**src/rtl/seq_restoring_divider_pkg.sv**
```systemverilog
// Shared types and default widths for the sequential restoring divider.
package seq_restoring_divider_pkg;

   localparam int unsigned DEF_N_W = 16;
   localparam int unsigned DEF_D_W = 8;

   typedef enum logic [1:0] {
      IDLE = 2'd0,
      RUN  = 2'd1,
      DONE = 2'd2
   } state_t;

endpackage

```
**src/rtl/seq_restoring_divider_if.sv**
```systemverilog
// Operand/result handshake bundle between a requester and the divider.
interface seq_restoring_divider_if
   import seq_restoring_divider_pkg::*;
#(
   parameter int unsigned N_W = DEF_N_W,
   parameter int unsigned D_W = DEF_D_W
);
   logic           in_valid;
   logic           in_ready;
   logic [N_W-1:0] dividend;
   logic [D_W-1:0] divisor;
   logic           out_valid;
   logic           out_ready;
   logic [N_W-1:0] quotient;
   logic [D_W-1:0] remainder;
   logic           div_by_zero;
   logic           q_ovf;

   modport master (
      output in_valid, dividend, divisor, out_ready,
      input  in_ready, out_valid, quotient, remainder, div_by_zero, q_ovf
   );

   modport slave (
      input  in_valid, dividend, divisor, out_ready,
      output in_ready, out_valid, quotient, remainder, div_by_zero, q_ovf
   );
endinterface

```
**src/rtl/seq_restoring_divider_step.sv**
```systemverilog
// One combinational restoring-division step: shift in a dividend bit, trial-subtract.
module div_step #(
   parameter int unsigned D_W = 8
) (
   input  logic [D_W:0]   r,
   input  logic           dvd_bit,
   input  logic [D_W-1:0] divisor,
   output logic [D_W:0]   r_next,
   output logic           q_bit
);
   logic [D_W:0] t;
   logic         unused_r_msb;

   // A restored partial remainder is always below the divisor, so its MSB is zero.
   assign unused_r_msb = r[D_W];
   assign t            = {r[D_W-1:0], dvd_bit};

   always_comb begin
      r_next = t;
      q_bit  = 1'b0;
      if (t >= {1'b0, divisor}) begin
         r_next = t - {1'b0, divisor};
         q_bit  = 1'b1;
      end
   end
endmodule

```
**src/rtl/seq_restoring_divider.sv**
```systemverilog
// Sequential unsigned restoring divider: one quotient bit per clock, valid/ready on both sides.
module seq_restoring_divider
   import seq_restoring_divider_pkg::*;
#(
   parameter int unsigned N_W = DEF_N_W,
   parameter int unsigned D_W = DEF_D_W
) (
   input  logic                     clk,
   input  logic                     rst_n,
   seq_restoring_divider_if.slave   bus
);
   localparam int unsigned C_W = $clog2(N_W + 1);

   state_t         state, state_nxt;
   logic [N_W-1:0] dvd;
   logic [N_W-2:0] q_sr;
   logic [D_W-1:0] dsr;
   logic [D_W:0]   r, r_nxt;
   logic [C_W-1:0] cnt;
   logic           q_bit;
   logic           accept, last_step;
   logic [N_W-1:0] q_full;

   logic [N_W-1:0] quotient;
   logic [D_W-1:0] remainder;
   logic           div_by_zero, q_ovf;

   div_step #(.D_W(D_W)) u_step (
      .r       (r),
      .dvd_bit (dvd[N_W-1]),
      .divisor (dsr),
      .r_next  (r_nxt),
      .q_bit   (q_bit)
   );

   assign accept    = bus.in_valid && (state == IDLE);
   assign last_step = (cnt == C_W'(N_W - 1));
   assign q_full    = {q_sr, q_bit};

   always_ff @(posedge clk or negedge rst_n) begin
      if (!rst_n) state <= IDLE;
      else        state <= state_nxt;
   end

   always_comb begin
      state_nxt = state;
      case (state)
         IDLE: if (bus.in_valid) state_nxt = (bus.divisor == '0) ? DONE : RUN;
         RUN:  if (last_step)    state_nxt = DONE;
         DONE: if (bus.out_ready) state_nxt = IDLE;
         default: state_nxt = IDLE;
      endcase
   end

   always_ff @(posedge clk or negedge rst_n) begin
      if (!rst_n) begin
         dvd         <= '0;
         q_sr        <= '0;
         dsr         <= '0;
         r           <= '0;
         cnt         <= '0;
         quotient    <= '0;
         remainder   <= '0;
         div_by_zero <= 1'b0;
         q_ovf       <= 1'b0;
      end else if (accept) begin
         dvd  <= bus.dividend;
         dsr  <= bus.divisor;
         r    <= '0;
         cnt  <= '0;
         // Divide-by-zero skips the iteration and publishes its result immediately.
         if (bus.divisor == '0) begin
            quotient    <= '1;
            remainder   <= bus.dividend[D_W-1:0];
            div_by_zero <= 1'b1;
            q_ovf       <= 1'b0;
         end
      end else if (state == RUN) begin
         dvd  <= {dvd[N_W-2:0], 1'b0};
         q_sr <= q_full[N_W-2:0];
         r    <= r_nxt;
         cnt  <= cnt + C_W'(1);
         if (last_step) begin
            quotient    <= q_full;
            remainder   <= r_nxt[D_W-1:0];
            div_by_zero <= 1'b0;
            q_ovf       <= |q_full[N_W-1:D_W];
         end
      end
   end

   assign bus.in_ready    = (state == IDLE);
   assign bus.out_valid   = (state == DONE);
   assign bus.quotient    = quotient;
   assign bus.remainder   = remainder;
   assign bus.div_by_zero = div_by_zero;
   assign bus.q_ovf       = q_ovf;
endmodule
```
**src/flat_wrapper.sv**
```systemverilog
// flat-port wrapper written by rule: the top's interface ports become plain ports
module seq_restoring_divider_flat import seq_restoring_divider_pkg::*;
#(
   parameter int unsigned N_W = DEF_N_W,
   parameter int unsigned D_W = DEF_D_W
)
  (clk, rst_n, bus_in_valid, bus_dividend, bus_divisor, bus_out_ready, bus_in_ready, bus_out_valid, bus_quotient, bus_remainder, bus_div_by_zero, bus_q_ovf);
  seq_restoring_divider_if #(.N_W(N_W), .D_W(D_W)) bus_i ();
  input  logic clk;
  input  logic rst_n;
  input wire logic [$bits(bus_i.in_valid)-1:0] bus_in_valid;
  input wire logic [$bits(bus_i.dividend)-1:0] bus_dividend;
  input wire logic [$bits(bus_i.divisor)-1:0] bus_divisor;
  input wire logic [$bits(bus_i.out_ready)-1:0] bus_out_ready;
  output wire logic [$bits(bus_i.in_ready)-1:0] bus_in_ready;
  output wire logic [$bits(bus_i.out_valid)-1:0] bus_out_valid;
  output wire logic [$bits(bus_i.quotient)-1:0] bus_quotient;
  output wire logic [$bits(bus_i.remainder)-1:0] bus_remainder;
  output wire logic [$bits(bus_i.div_by_zero)-1:0] bus_div_by_zero;
  output wire logic [$bits(bus_i.q_ovf)-1:0] bus_q_ovf;
  assign bus_i.in_valid = bus_in_valid;
  assign bus_i.dividend = bus_dividend;
  assign bus_i.divisor = bus_divisor;
  assign bus_i.out_ready = bus_out_ready;
  assign bus_in_ready = bus_i.in_ready;
  assign bus_out_valid = bus_i.out_valid;
  assign bus_quotient = bus_i.quotient;
  assign bus_remainder = bus_i.remainder;
  assign bus_div_by_zero = bus_i.div_by_zero;
  assign bus_q_ovf = bus_i.q_ovf;
  seq_restoring_divider #(.N_W(N_W), .D_W(D_W)) u_core (.clk(clk), .rst_n(rst_n), .bus(bus_i));
endmodule
```
**config.mk**
```make
export PLATFORM = sky130hd
export DESIGN_NAME = seq_restoring_divider_flat
export DESIGN_NICKNAME = d
export VERILOG_FILES = /design/src/rtl/seq_restoring_divider_pkg.sv /design/src/rtl/seq_restoring_divider_if.sv /design/src/rtl/seq_restoring_divider_step.sv /design/src/rtl/seq_restoring_divider.sv /design/src/flat_wrapper.sv
export SDC_FILE = /design/constraint.sdc
export NUM_CORES = 1
export LEC_CHECK = 0
export BUFFER_PORTS_ARGS = -buffer_cell sky130_fd_sc_hd__buf_2
export CORE_MARGIN = 2
export CORE_UTILIZATION = 35
export DETAILED_ROUTE_END_ITERATION = 8
export HOLD_SLACK_MARGIN = 0.05
export PLACE_DENSITY = 0.54
export SLEW_MARGIN = 40
export SYNTH_ARGS = -nofsm -noshare
export SYNTH_HDL_FRONTEND = slang
export SYNTH_SLANG_ARGS = --single-unit
```
**constraint.sdc**
```tcl
create_clock -name clk -period 2.6 [get_ports clk]
set_input_delay 0.65 -clock clk [delete_from_list [all_inputs] [get_ports clk]]
set_output_delay 0.65 -clock clk [all_outputs]
set_load 0.05 [all_outputs]
```
==> Word level (Yosys, flattened, before mapping) <==
Cells that the tools add are included.
{ "word_totals": {"reg_bits": 80, "elab_cells": 59} }
{ "classes": {"add_sub_neg": 2, "order_cmp": 1, "eq_ne": 7, "mux": 29, "n_bitwise": 1, "reduce_logical": 9} }
{ "op_table": {"columns": ["operator", "count"], "rows": [
  ["16-bit 2-to-1 mux", 6],
  ["8-bit 2-to-1 mux", 7],
  ["5-bit 2-to-1 mux", 2],
  ["9-bit by 8-bit >= comparator with 1-bit output", 1],
  ["1-bit 2-to-1 mux", 9],
  ["8-bit logical NOT", 1],
  ["2-bit 2-to-1 mux", 4],
  ["8-bit OR reduction", 1],
  ["8-bit subtractor", 1],
  ["2-bit != test (second input constant)", 3],
  ["2-bit one-hot mux with 3 select lines", 1],
  ["3-bit AND reduction", 2],
  ["5-bit by 1-bit adder with 5-bit output (second input constant)", 1],
  ["5-bit by 4-bit == test with 1-bit output (second input constant)", 1],
  ["2-bit nonzero test", 2],
  ["2-bit by 1-bit == test with 1-bit output (second input constant)", 1],
  ["2-bit == test (second input constant)", 1],
  ["2-bit logical NOT", 1],
  ["2-bit by 1-bit != test with 1-bit output (second input constant)", 1],
  ["2-bit AND reduction", 1],
  ["1-bit logical AND", 1],
  ["1-bit NOT", 1]
]} }

==> Depth between registers and ports, before layout <==
Gate-level depths: netlist (run 1).
{ "logic_depth": {"ltp_word": 5, "ltp_mapped": 8} }

==> By module <==
Synthesis (run 1) repeated with hierarchy kept, for this count alone.
{ "hier_totals": {"cells_unflattened": 369, "hier_area_um2": 3896.2} }
{ "by_module_without_submodules": {"columns": ["module", "instances", "cells_per_inst", "area_per_inst_um2", "seq_area_each_um2"], "rows": [
  ["seq_restoring_divider", 1, 293, 3349.5, 2026.9],
  ["div_step", 1, 76, 546.8, 0.0]
]} }

==> Worst setup path before layout (run 1) <==
No wires, ideal clock.
{ "synth_path": {"path_type": "reg-to-reg", "startpoint": "register u_core.state[0]", "endpoint": "register u_core.quotient[10], in the netlist u_core.bus.quotient[10]", "arrival_ps": 2113, "setup_slack_ps": 416, "path_stages_with_launch": 7, "path_buffers": 2, "synth_period_minus_slack_ps": 2184, "cell_sequence": "dfrtp_1 nor2_1 and2_0 clkbuf_1 clkbuf_1 nor3_1 nor2_1"} }
{ "synth_between": {"elab_chain_cells": 4, "word_cells_on_any_way": 8, "cone_classes": "eq/ne: 2; mux: 1; reduce/logical: 5"} }
{ "synth_lines": {"columns": ["item", "line_no", "text"], "rows": [
  ["start, declared", "seq_restoring_divider.sv:14", "state_t state, state_nxt;"],
  ["start signal, assigned", "seq_restoring_divider.sv:42", "else state <= state_nxt;"],
  ["2-bit logical NOT (*)", null, null],
  ["net bus_in_ready", "flat_wrapper.sv:15", "output wire logic [$bits(bus_i.in_ready)-1:0] bus_in_ready;"],
  ["1-bit logical AND (*)", "seq_restoring_divider.sv:36", "assign accept = bus.in_valid && (state == IDLE);"],
  ["2-bit != test (no source line) / 2-bit nonzero test (equally long branches)", null, null],
  ["3-bit AND reduction (no source line)", null, null],
  ["end signal, assigned", "seq_restoring_divider.sv:84", "quotient <= q_full;"],
  ["end, declared", "seq_restoring_divider.sv:24", "logic [N_W-1:0] quotient;"]
]} }
Mark *: on every way through the listed nets, which the timed path passes. The rest lies on a longest branch.
A chain may end at the register's enable or synchronous reset.

==> Final worst setup path (run 1) <==
{ "layout_path": {"startpoint": "register u_core.r[3]", "endpoint": "register u_core.remainder[0], in the netlist u_core.bus.remainder[0]"} }
{ "layout_between": {"elab_chain_cells": 5} }
{ "layout_lines": {"columns": ["item", "line_no", "text"], "rows": [
  ["start, declared", "seq_restoring_divider.sv:18", "logic [D_W:0] r, r_nxt;"],
  ["start signal, assigned", "seq_restoring_divider.sv:81", "r <= r_nxt;"],
  ["9-bit by 8-bit >= comparator with 1-bit output", "seq_restoring_divider_step.sv:21", "if (t >= {1'b0, divisor}) begin"],
  ["8-bit 2-to-1 mux", "seq_restoring_divider_step.sv:21", null],
  ["8-bit 2-to-1 mux", "seq_restoring_divider.sv:83", "if (last_step) begin"],
  ["8-bit 2-to-1 mux", "seq_restoring_divider.sv:78", "end else if (state == RUN) begin"],
  ["8-bit 2-to-1 mux", "seq_restoring_divider.sv:66", "end else if (accept) begin"],
  ["end signal, assigned", "seq_restoring_divider.sv:74", "remainder <= bus.dividend[D_W-1:0];"],
  ["end signal, assigned", "seq_restoring_divider.sv:85", "remainder <= r_nxt[D_W-1:0];"],
  ["end, declared", "seq_restoring_divider.sv:25", "logic [D_W-1:0] remainder;"]
]} }
No other way between the ends. The select of a mux whose other input is x is not followed.

==> results.sh, run 1 <==
export IMPL_finClkSkew_ns=0.0111
export IMPL_tightest_slew_ns=0.775
export IMPL_status="complete, no violations"
export IMPL_worstPathRequired_ns=2.86
export IMPL_cts_sinks=80
export IMPL_area_delta_synth_final_pct=16.6
export IMPL_rrSetupSlack_ns=0.34
export IMPL_ir_worst_vdd_v=0.000506
export IMPL_cp_end_kind="flop"
export IMPL_cts_made_buffers=9
export IMPL_critPathSlowestCell="a221o_1"
export IMPL_p_per_area_mw_per_mm2=1430
export IMPL_viasPerCell=4.98
export IMPL_drc=0
export IMPL_async_flop_share=1.00
export IMPL_grt_pass1_vias=3029
export IMPL_critPathArrivalTime_ns=2.52
export IMPL_row_count=37
export IMPL_dieArea_mm2=0.0116
export IMPL_setup_worst_path_start="u_core.r[3]"
export IMPL_io_buffers=55
export IMPL_grt_usage=0.166
export IMPL_overflow=0
export IMPL_syn_area_mm2=0.00377
export IMPL_period_minus_slack_ns=2.26
export IMPL_crit_path_max_fanout=6
export IMPL_cp_cell_sequence="ha_1, a21oi_1, o21ai_1, a221o_1, mux2_1, o21ai_0"
export IMPL_drv_slew=0
export IMPL_synth_seq_cells=80
export IMPL_cts_tree="done"
export IMPL_critical_path_class="flop to flop"
export IMPL_core_area_mm2=0.0104
export IMPL_post_drt_wl_per_cell_um=15.0
export IMPL_grt_pass1_wl_mm=15.0
export IMPL_antenna_found_initial=0
export IMPL_io_pins=56
export IMPL_reg2reg_depth=6
export IMPL_layout_filler_cells=1068
export IMPL_clk_pin_slew_ns=0.08
export IMPL_cts_resized_gates=0
export IMPL_ys_flop_type="dfrtp_1"
export IMPL_power_w=0.00627
export IMPL_drive_above_1_share=0.212
export IMPL_setup_violations=0
export IMPL_yosysSeqAreaShare=0.531
export IMPL_synth_top_cells_by_count="97 x nand2_1, 80 x dfrtp_1, 40 x nor2_1, 32 x o21ai_0, 18 x nor3_1"
export IMPL_cts_max_level=3
export IMPL_ys_warn_count=0
export IMPL_nets=501
export IMPL_utilization=0.424
export IMPL_setup_worst_path_start_class="flop"
export IMPL_cts_root_buf="clkbuf_8"
export IMPL_post_cts_buffers=0
export IMPL_max_cap_viol_count=0
export IMPL_synth_area_leaders="dfrtp_1 53%, nand2_1 9.7%, o21ai_0 4.3%"
export IMPL_yosysMostFrequentCell="nand2_1"
export IMPL_netlist_instances=408
export IMPL_synth_cell_types=50
export IMPL_antenna_cells=0
export IMPL_r2r_end="u_core.bus.remainder[0]"
export IMPL_die_x_um=108
export IMPL_maxSlewHeadroom=0.482
export IMPL_firstDrtPassIters=4
export IMPL_r2r_start="u_core.r[3]"
export IMPL_hold_slack_ns=0.327
export IMPL_slowest_delay_ns=0.49
export IMPL_place_congestion=0.807
export IMPL_drt_iter0_markers=124
export IMPL_drtAntennaViolNets=0
export IMPL_hpwl_mm=6.34
export IMPL_hold_buffers=0
export IMPL_post_synth_top_area_cell="dfrtp_1"
export IMPL_hold_violations=0
export IMPL_finalCritPeriodShare=0.870
export IMPL_clock_fmax_mhz=442
export IMPL_grt_setup_unrepaired="false"
export IMPL_syn_area_per_cell_um2=9.23
export IMPL_synth_nets=447
export IMPL_dieHeight_um=108
export IMPL_p_leak_nw=2.12
export IMPL_synth_top_area_share=0.531
export IMPL_wl_mm=9.07
export IMPL_hp_class="input port to asynchronous set/reset pin"
export IMPL_clk_latency_ns=0.35
export IMPL_grt_max_degree=49
export IMPL_synth_edff_count=0
export IMPL_start_util=0.363
export IMPL_num_vias=3005
export IMPL_cts_max_path_buffers=2
export IMPL_final_setup_tns_ns=0
-- cells by family after synthesis --
group,count (synthesis),share of synthesized area
compound gates,83,0.146
flops,80,0.531
buf+inv,36,0.0435
simple gates,190,0.219
xor+xnor,2,0.00465
fa+ha+maj,11,0.0385
mux,6,0.0169
-- worst max-delay path: cells and delay by family (launching register included) --
kind	cells	cell delay, ns
AOI/OAI and AO/OA	4	1.05
DFF	1	0.41
muxes	1	0.37
adders and majority gates	1	0.34
-- worst max path at each step --
stage                     cells past startpoint  slack [ns]                 endpoint
after floorplan                               6        0.42  u_core.bus.quotient[10]
after global routing                          7        0.20  u_core.bus.remainder[7]
after CTS                                     6        0.33  u_core.bus.remainder[0]
final                                         6        0.34  u_core.bus.remainder[0]
after global placement                        6        0.27  u_core.bus.remainder[1]
after detailed placement                      6        0.24  u_core.bus.remainder[1]
-- registers in the layout, indices dropped and copies added (netlist names) --
name	cells
u_core.dvd	16
u_core.cnt	5
u_core.state	2
u_core.bus.remainder	8
u_core.dsr	8
u_core.bus.div_by_zero	1
u_core.bus.q_ovf	1
u_core.q_sr	15
u_core.bus.quotient	16
u_core.r	8
-- area by class of cell --
class                      count  area, um2  share of cell area
multi-input combinational    292       1610               0.366
inverter                      13       48.8              0.0111
tap                          136        170              0.0387
clock inverter                 7       55.1              0.0125
clock buffer                   9        124              0.0282
sequential                    80       2000               0.456
timing repair buffer          66        385              0.0877
-- power breakdown --
part / total [W] / leakage [nW] / internal [W] / switching, W
logic: 0.00326 / 1.06 / 0.00113 / 0.00213
clock network: 0.000829 / 0.0862 / 0.000355 / 0.000475
registers: 0.00218 / 0.979 / 0.00182 / 0.000366
total: 0.00627 / 2.12 / 0.00330 / 0.00297
-- stage by stage --
stage | std cells | area [um2] | setup WS (ns)
4_1_cts | 603 | 4390 | 0.333
2_1_floorplan | 408 | 3770 | 0.416
3_3_place_gp | 587 | 4210 | 0.267
5_1_grt | 603 | 4390 | 0.202
3_5_place_dp | 587 | 4210 | 0.243
6_report | 603 | 4390 | 0.337
-- layout by cell type, fill, tap and decap left out, types with 10 or more instances in the layout --
cell type   n
nor3_1     18
nand2_1    97
o21ai_0    32
a22oi_1    15
ha_1       10
nor2_1     40
dfrtp_1    80
inv_1      13
buf_4      10
buf_2      54
-- routing by layer --
metal | GRT usage | share of wire | vias up
met4 | 0.0495 | 0.0088 | 0
met2 | 0.265 | 0.47 | 56
met5 | 0 | 0 | -
met1 | 0.230 | 0.49 | 1442
met3 | 0.0285 | 0.038 | 7
li1 | - | - | 1500
Note: power is estimated with default switching activity, not from simulation.
==> run 2: changes to the inputs <==
- CORE_UTILIZATION: 35 -> 51
- PLACE_DENSITY: 0.54 -> 0.76
- SETUP_SLACK_MARGIN: unset -> 0.05
- clock period: 2.6 -> 1.8 ns (I/O delays scaled with it)
==> results.sh, run 2 (synthesis gave the netlist of run 1 again) <==
export IMPL_status="finished with violations"
export IMPL_violations="setup timing"
export IMPL_tightest_slew_ns=0.498
export IMPL_power_w=0.0122
export IMPL_p_per_area_mw_per_mm2=2310
export IMPL_p_leak_nw=2.54
export IMPL_firstDrtPassIters=5
export IMPL_viasPerCell=5.78
export IMPL_grt_pass1_vias=3547
export IMPL_reg_largest_list="u_core.bus.quotient x16, u_core.dvd x16, u_core.q_sr x15"
export IMPL_cp_cell_sequence="inv_2, ha_4, fa_2, nor2b_2, o31a_1, or3_1, a31o_2, a31oi_1"
export IMPL_cts_sinks=80
export IMPL_grt_setup_unrepaired="true"
export IMPL_grt_max_degree=49
export IMPL_drv_slew=0
export IMPL_grt_usage=0.277
export IMPL_nets=563
export IMPL_die_x_um=89.9
export IMPL_cts_root_buf="clkbuf_8"
export IMPL_start_util=0.522
export IMPL_critPathArrivalTime_ns=2.34
export IMPL_layout_common_cells="93 x nand2_1, 80 x dfrtp_1, 65 x buf_4"
export IMPL_final_common_cell="nand2_1"
export IMPL_cts_made_buffers=9
export IMPL_worstPathRequired_ns=2.08
export IMPL_maxSlewHeadroom=0.668
export IMPL_crit_path_max_fanout=3
export IMPL_critical_path_class="flop to flop"
export IMPL_setup_violations=18
export IMPL_setup_worst_path_start_class="flop"
export IMPL_hp_class="input port to asynchronous set/reset pin"
export IMPL_clk_pin_slew_ns=0.08
export IMPL_clock_fmax_mhz=484
export IMPL_cts_max_level=3
export IMPL_cts_max_path_buffers=2
export IMPL_overflow=0
export IMPL_core_area_mm2=0.00721
export IMPL_ir_worst_vdd_v=0.00115
export IMPL_drt_iter0_markers=331
export IMPL_finalCritPeriodShare=1.15
export IMPL_dieArea_mm2=0.00809
export IMPL_cts_tree="done"
export IMPL_post_drt_wl_per_cell_um=18.1
export IMPL_period_minus_slack_ns=2.07
export IMPL_place_area_mm2=0.00474
export IMPL_grt_pass1_wl_mm=17.6
export IMPL_setup_ws_ns=-0.266
export IMPL_place_congestion=0.863
export IMPL_num_vias=3631
export IMPL_cp_end_kind="flop"
export IMPL_max_cap_viol_count=0
export IMPL_clk_latency_ns=0.36
export IMPL_io_buffers=55
export IMPL_finish_instance_area_mm2=0.00527
export IMPL_hold_violations=0
export IMPL_antenna_found_initial=0
export IMPL_antenna_cells=0
export IMPL_slowest_delay_ns=0.39
export IMPL_hpwl_mm=6.91
export IMPL_drc=0
export IMPL_drtAntennaViolNets=0
export IMPL_wl_mm=11.4
export IMPL_critPathSlowestCell="dfrtp_1"
export IMPL_dieHeight_um=89.9
export IMPL_row_count=31
export IMPL_drive_above_1_share=0.405
export IMPL_finClkSkew_ns=0.0125
export IMPL_layout_filler_cells=498
export IMPL_io_pins=56
export IMPL_area_delta_synth_final_pct=40.0
## run 2: cell count changes in the layout (fill, tap and decap cells not counted), moves of 5 or more
cell,before,now
o21ai_0,32,23
ha_4,0,8
ha_1,10,0
buf_4,10,65
inv_2,0,5
o21ai_2,0,7
inv_1,13,8
a21oi_1,9,3
## run 2: layout make-up
type                       count  area (um2)  share of cell area
clock buffer                   9         124              0.0235
sequential                    80        2000               0.380
clock inverter                 7        77.6              0.0147
timing repair buffer         128         938               0.178
multi-input combinational    292        1960               0.372
tap                           99         124              0.0235
inverter                      13        48.8             0.00925
## run 2: worst paths after layout
kind | start | endpoint | slack, ns | cells after the start
min reg2reg | u_core.dvd[9] | u_core.dvd[9] | 0.49 | 2
max reg2reg | u_core.dvd[15] | u_core.bus.remainder[6] | -0.27 | 8
min in group clk | bus_divisor[1] | u_core.dsr[1] | 0.31 | 3
min | rst_n | u_core.dvd[15] | 0.05 | 1
max | u_core.dvd[15] | u_core.bus.remainder[6] | -0.27 | 8
max in group asynchronous | rst_n | u_core.bus.remainder[2] | 1.21 | 2
## run 2: power breakdown
part           switching [W]  internal, W  leakage, nW
sequential          0.000594      0.00262        0.979
clock               0.000727     0.000653        0.100
combinational        0.00429      0.00328         1.46
## run 2: metrics by stage
stage,hold slack [ns],instances,utilization,worst slack (ns),TNS [ns]
3_5_place_dp,0.445,602,0.657,-0.374,-8.61
3_3_place_gp,0.445,602,0.657,-0.258,-7.45
4_1_cts,0.0544,623,0.709,-0.208,-1.98
6_report,0.0502,628,0.731,-0.266,-2.76
5_1_grt,0.0780,628,0.731,-0.328,-3.68
2_1_floorplan,0.154,408,-,-0.124,-1.70
## run 2: critical path: cells and delay by family, from the launching register on
kind                     cells  cell delay [ns]
AO/OA/AOI/OAI                3             0.71
AND/OR/NAND/NOR              2             0.42
flip-flops                   1             0.39
adder cells (fa/ha/maj)      2             0.37
buffers and inverters        1             0.11
## run 2: metal layers
layer  wire length (um)  GRT usage  vias up
met5                  0          0        -
met1               4780      0.372     1791
met2               5460      0.448      188
li1                   -          -     1622
met3                801     0.0511       30
met4                321      0.114        0
## run 2: repair_timing
item                                    CTS  global route
hold buffers                              0             0
gates resized for setup                  33            24
cloned                                    0             1
buffers inserted                          5             4
endpoints found under the setup margin   38            38
pin swaps                                10             9
